==> config.mk <==
export PLATFORM = sky130hd
export DESIGN_NAME = hazard_forward_ctrl
export DESIGN_NICKNAME = d
export VERILOG_FILES = /design/src/rtl/hazard_forward_ctrl.sv
export SDC_FILE = /design/constraint.sdc
export NUM_CORES = 1
export LEC_CHECK = 0
export CORE_MARGIN = 2
export CORE_UTILIZATION = 33
export CTS_CLUSTER_SIZE = 10
export DETAILED_ROUTE_END_ITERATION = 8
export GPL_TIMING_DRIVEN = 0
export PLACE_DENSITY = 0.91
export REMOVE_ABC_BUFFERS = 1
export SYNTH_ARGS = -nofsm -noshare
export SYNTH_HDL_FRONTEND = slang
export SYNTH_SLANG_ARGS = --single-unit
==> constraint.sdc <==
create_clock -name clk_i -period 2.45 [get_ports clk_i]
set_clock_uncertainty 0.15 [all_clocks]
set_input_delay 0.245 -clock clk_i [delete_from_list [all_inputs] [get_ports clk_i]]
set_output_delay 0.245 -clock clk_i [all_outputs]
set_load 0.05 [all_outputs]
==> src/rtl/hazard_forward_ctrl.sv <==
// Hazard and forwarding controller: EX operand forwarding, load-use stalls, data-memory freezes.
// Optional HAZARD_PERF_CNT_EN macro builds saturating stall/freeze performance counters.
module hazard_forward_ctrl #(
  parameter int unsigned LOAD_USE_CYCLES = 1,
  parameter int unsigned MEM_TIMEOUT     = 255,
  parameter int unsigned WAIT_CNT_W      = 8
) (
  input  logic        clk_i,
  input  logic        rst_i,
  input  logic [4:0]  ID_rs1_i,
  input  logic [4:0]  ID_rs2_i,
  input  logic        ID_use_rs2_i,
  input  logic [4:0]  EX_rs1_i,
  input  logic [4:0]  EX_rs2_i,
  input  logic [4:0]  EX_rd_i,
  input  logic        EX_MemRead_i,
  input  logic        EX_RegWrite_i,
  input  logic [4:0]  MEM_rd_i,
  input  logic        MEM_RegWrite_i,
  input  logic [4:0]  WB_rd_i,
  input  logic        WB_RegWrite_i,
  input  logic        mem_req_i,
  input  logic        mem_ready_i,
  output logic [1:0]  ForwardA_o,
  output logic [1:0]  ForwardB_o,
  output logic        PCWrite_o,
  output logic        IFID_Write_o,
  output logic        IDEX_Flush_o,
  output logic        freeze_o,
  output logic        timeout_o,
  output logic [31:0] perf_stall_o,
  output logic [31:0] perf_freeze_o
);

  localparam logic [1:0] StRun     = 2'd0;
  localparam logic [1:0] StLuStall = 2'd1;
  localparam logic [1:0] StError   = 2'd2;

  localparam logic [3:0]            LuInit    = 4'(LOAD_USE_CYCLES - 1);
  localparam bit                    LuMulti   = (LOAD_USE_CYCLES > 1);
  localparam bit                    TimeoutEn = (MEM_TIMEOUT != 0);
  localparam logic [WAIT_CNT_W-1:0] WaitLast  = WAIT_CNT_W'(MEM_TIMEOUT - 1);

  logic [1:0]            state_q, state_d;
  logic [3:0]            lu_cnt_q, lu_cnt_d;
  logic [WAIT_CNT_W-1:0] wait_cnt_q, wait_cnt_d;
  logic                  lu_haz, mwait, stall, frz;

  function automatic logic [1:0] fwd_sel(input logic [4:0] rs, input logic mem_we,
                                         input logic [4:0] mem_rd, input logic wb_we,
                                         input logic [4:0] wb_rd);
    if (mem_we && (mem_rd != 5'd0) && (mem_rd == rs)) return 2'b10;
    if (wb_we && (wb_rd != 5'd0) && (wb_rd == rs))    return 2'b01;
    return 2'b00;
  endfunction

  always_comb begin
    ForwardA_o = 2'b00;
    ForwardB_o = 2'b00;
    if (!rst_i) begin
      ForwardA_o = fwd_sel(EX_rs1_i, MEM_RegWrite_i, MEM_rd_i, WB_RegWrite_i, WB_rd_i);
      ForwardB_o = fwd_sel(EX_rs2_i, MEM_RegWrite_i, MEM_rd_i, WB_RegWrite_i, WB_rd_i);
    end
  end

  assign lu_haz = EX_MemRead_i && EX_RegWrite_i && (EX_rd_i != 5'd0) &&
                  ((EX_rd_i == ID_rs1_i) || (ID_use_rs2_i && (EX_rd_i == ID_rs2_i)));
  assign mwait  = mem_req_i && !mem_ready_i;

  always_comb begin
    state_d  = state_q;
    lu_cnt_d = lu_cnt_q;
    stall    = 1'b0;
    frz      = 1'b0;
    case (state_q)
      StRun: begin
        if (mwait) begin
          frz = 1'b1;
        end else if (lu_haz) begin
          stall    = 1'b1;
          lu_cnt_d = LuInit;
          if (LuMulti) state_d = StLuStall;
        end
      end
      StLuStall: begin
        if (mwait) begin
          frz = 1'b1;
        end else begin
          stall    = 1'b1;
          lu_cnt_d = lu_cnt_q - 4'd1;
          if (lu_cnt_q == 4'd1) state_d = StRun;
        end
      end
      StError: frz = 1'b1;
      default: state_d = StRun;
    endcase
    // Counter value equals the number of freeze cycles already spent in this wait.
    if (TimeoutEn && mwait && (state_q != StError) && (wait_cnt_q == WaitLast)) begin
      state_d = StError;
    end
  end

  always_comb begin
    wait_cnt_d = '0;
    if (mwait) wait_cnt_d = (wait_cnt_q == '1) ? wait_cnt_q : wait_cnt_q + 1'b1;
  end

  always_ff @(posedge clk_i or posedge rst_i) begin
    if (rst_i) begin
      state_q    <= StRun;
      lu_cnt_q   <= 4'd0;
      wait_cnt_q <= '0;
    end else begin
      state_q    <= state_d;
      lu_cnt_q   <= lu_cnt_d;
      wait_cnt_q <= wait_cnt_d;
    end
  end

  always_comb begin
    PCWrite_o    = 1'b1;
    IFID_Write_o = 1'b1;
    IDEX_Flush_o = 1'b0;
    freeze_o     = 1'b0;
    if (!rst_i) begin
      PCWrite_o    = !(stall || frz);
      IFID_Write_o = !(stall || frz);
      IDEX_Flush_o = stall;
      freeze_o     = frz;
    end
  end

  assign timeout_o = (state_q == StError);

`ifdef HAZARD_PERF_CNT_EN
  logic [31:0] perf_stall_q, perf_freeze_q;

  always_ff @(posedge clk_i or posedge rst_i) begin
    if (rst_i) begin
      perf_stall_q  <= 32'd0;
      perf_freeze_q <= 32'd0;
    end else begin
      if (IDEX_Flush_o && (perf_stall_q != 32'hFFFF_FFFF)) perf_stall_q <= perf_stall_q + 32'd1;
      if (freeze_o && (perf_freeze_q != 32'hFFFF_FFFF)) perf_freeze_q <= perf_freeze_q + 32'd1;
    end
  end

  assign perf_stall_o  = perf_stall_q;
  assign perf_freeze_o = perf_freeze_q;
`else
  assign perf_stall_o  = 32'd0;
  assign perf_freeze_o = 32'd0;
`endif

endmodule

==> impl_metrics.csv <==
group,metric,value,unit
worst_hold_path,hp-class,"in -> async",
global_route,antenna_found_initial,0,
sta,setup_ws,0.0873,ns
pwr,ir_drop,141,µV
run_status,outcome,"complete, no violations",
sta,slew-limit-headroom,66.7,%
sta,tns,0,ns
finish,antenna_cells,0,
setup_path,worst-r2r-cell-count,5,
floorplanning,die_h,68.8,µm
detailed_routing,ant_nets,0,
logic_synthesis,seq_area_frac_synth,16.2,%
clocking,clock_latency,0.24,ns
finish,final_cell_mix,"conb_1, clkdlybuf4s50_1, xor2_1",
global_route,track_usage,12.8,%
finish,fillers,414,
finish,ff_latch_area,225,µm²
setup_path,start_kind,"input port",
floorplanning,die_w,68.8,µm
global_route,grt_pass1_wl,4590,µm
clocking,numCtsBuffers,3,
logic_synthesis,synth_seq_cells,9,
pwr,p_per_area,404,nW/µm²
detailed_routing,drt_iter0_markers,45,
global_route,grt_pass1_vias,1061,
global_route,gr-total-overflow,0,
setup_path,cp-end-kind,"primary output",
clocking,clock_path_buffers,2,
sta,setup-violations-final,0,
logic_synthesis,avgSynthCellArea,8.25,µm²
setup_path,path_class,"in -> out",
floorplanning,io_pins,117,
logic_synthesis,synthesis.area,1390,µm²
sta,min_period,2.36,ns
floorplanning,core,4030,µm²
pwr,p_leak,0.839,nW
finish,final_util,44.3,%
setup_path,crit_path_top_delay_cell,"or4_1",
finish,final_common_cell,"conb_1",
sta,final_hold_viol_count,0,
detailed_routing,wl_per_cell,11.0,µm
clocking,cts_tree,"built",
detailed_routing,route.detailed.drc,0,
detailed_routing,vias,1141,
sta,finalMaxSlewViolations,0,
setup_path,path_cells,"clkdlybuf4s50_1, or4_1, o2111ai_2, o21ba_2, buf_2",
setup_path,cp_top_family,"buffers and inverters",
setup_path,critPathRequiredTime,2.06,ns
flow_run,drv_cap,0,
global_route,grt_max_degree,10,
setup_path,crit_arrival,1.97,ns
sta,min_period_over_period,96.4,%
setup_path,cp_slowest_stage_delay,0.61,ns
logic_synthesis,syn_inst,168,
place,port_buffers,52,
floorplanning,die_area,4740,µm²
sta,hold_slack,0.105,ns
clocking,cts.sinks,9,
setup_path,r2r_end,"wait_cnt_q[7]",
detailed_routing,vias_per_cell,4.16,
detailed_routing,drt-total-wl,3020,µm
setup_path,regToRegSetupSlack,0.64,ns
clocking,htreeDepth,1,
sta,worstMarginPinSlew,0.499,ns
finish,area_delta_synth_final,28.8,%
finish,drive_gt1_share,8.48,%
sta,fmax,423,MHz
finish,fin_cells,274,
setup_path,crit_buf_inv,2,
logic_synthesis,yosysWarnings,0,
detailed_routing,dr.pass1.iters,4,
clocking,root_buffer,"clkbuf_8",
floorplanning,start_util,34.4,%
place,dpl.cell_count,267,
clocking,clkSlewWorstSetupHoldPaths,0.05,ns
setup_path,path_max_fanout,3,
setup_path,timing.rr.start,"wait_cnt_q[0]",
logic_synthesis,yosysUniqueCellTypes,30,
sta,rsz0062_at_grt,"no",
place,place_congestion,0.810,
finish,num-nets-final,271,
place,dp_hpwl,2530,µm
place,pre_cts_ws,-0.859,ns
finish,multi_input_area,905,µm²
floorplanning,rows,23,
state kept, by name (all words and copies together) (netlist names):
signal,count
state_q,1
wait_cnt_q,8
metal layers:
| metal | wire length [µm] | share of wire (%) | global-route usage (%) | vias to the layer above |
|---|---|---|---|---|
| li1 | - | - | - | 549 |
| met1 | 1070 | 35 | 12.7 | 516 |
| met2 | 1590 | 53 | 25.7 | 71 |
| met3 | 303 | 10 | 2.11 | 5 |
| met4 | 55 | 1.8 | 5.15 | 0 |
| met5 | 0 | 0 | 0 | - |
power breakdown:
| part | total, W | switching (W) | internal (W) |
|---|---|---|---|
| clock network | 0.000181 | 0.0000666 | 0.000114 |
| logic | 0.000389 | 0.000290 | 0.0000985 |
| registers | 0.000152 | 0.00000182 | 0.000151 |
| total | 0.000722 | 0.000358 | 0.000363 |
metrics by stage:
stage          power (W)  cell area, µm²
2_1_floorplan   0.000435            1130
3_3_place_gp    0.000536            1710
3_5_place_dp    0.000540            1710
4_1_cts         0.000719            1760
5_1_grt         0.000756            1790
6_report        0.000722            1790
worst register-to-register path, delay by kind of cell (launching register included):
family | cells | cell delay (ns)
DFF | 1 | 0.41
AOI/OAI and AO/OA | 1 | 0.41
and+or+nand+nor | 2 | 0.31
adders and majority gates | 1 | 0.23
xor gates and xnor gates | 1 | 0.17
cells by family after synthesis:
kind of cell	count (synthesis)	share of synthesized area (%)
buffers and inverters	69	36.3
flip-flops	9	16.2
XOR/XNOR	34	21.5
adder cells (fa/ha/maj)	2	1.80
AO/OA/AOI/OAI	16	8.39
other	1	0.270
AND/OR/NAND/NOR	37	15.5
worst max path at each step:
stage / from / to / slack (ns) / cells past startpoint
4_1_cts: WB_rd_i[1] / ForwardA_o[0] / 0.01 / 6
3_5_place_dp: rst_i / ForwardA_o[0] / -0.86 / 6
5_1_grt: MEM_rd_i[1] / ForwardB_o[0] / 0.002 / 7
3_3_place_gp: rst_i / ForwardA_o[0] / -0.83 / 6
2_1_floorplan: EX_rd_i[3] / IDEX_Flush_o / -0.24 / 4
6_report: EX_rd_i[1] / IFID_Write_o / 0.09 / 5
synthesized netlist by cell type:
cell type / instances / area (µm²)
xnor2_1: 14 / 123
nand3_1: 5 / 25.0
nor3b_1: 1 / 7.51
nand2_1: 6 / 22.5
a2111oi_2: 1 / 15.0
nor4_2: 2 / 25.0
o211ai_1: 1 / 7.51
a211oi_1: 2 / 15.0
xor2_1: 20 / 175
a32oi_1: 1 / 8.76
nor2b_1: 2 / 12.5
ha_1: 2 / 25.0
clkbuf_1: 1 / 3.75
and4_1: 1 / 8.76
dfrtp_1: 9 / 225
nand2b_1: 1 / 6.26
a31oi_1: 2 / 12.5
inv_1: 3 / 11.3
or4_1: 5 / 37.5
and3_1: 1 / 6.26
nor2_1: 5 / 18.8
o21ai_0: 3 / 15.0
o2111ai_1: 1 / 8.76
nor4_1: 4 / 25.0
nor3_1: 4 / 20.0
buf_4: 65 / 488
o21ai_2: 1 / 8.76
a21oi_1: 3 / 15.0
conb_1: 1 / 3.75
o21ba_2: 1 / 10.0
final cells by class:
| class | instances | area share [%] |
|---|---|---|
| repair buffers | 55 | 29.9 |
| clock buffers | 4 | 2.52 |
| well taps | 50 | 3.50 |
| multi-input cells | 153 | 50.7 |
| inverters | 3 | 0.841 |
| flip-flops and latches | 9 | 12.6 |
repair_timing:
action | in CTS | in global routing
hold buffers | 0 | 0
buffers inserted | 3 | 0
resized for setup | 37 | 11
endpoints found under the setup margin | 7 | 6
pin swaps | 1 | 0
Power figures use the tool's default switching activity.
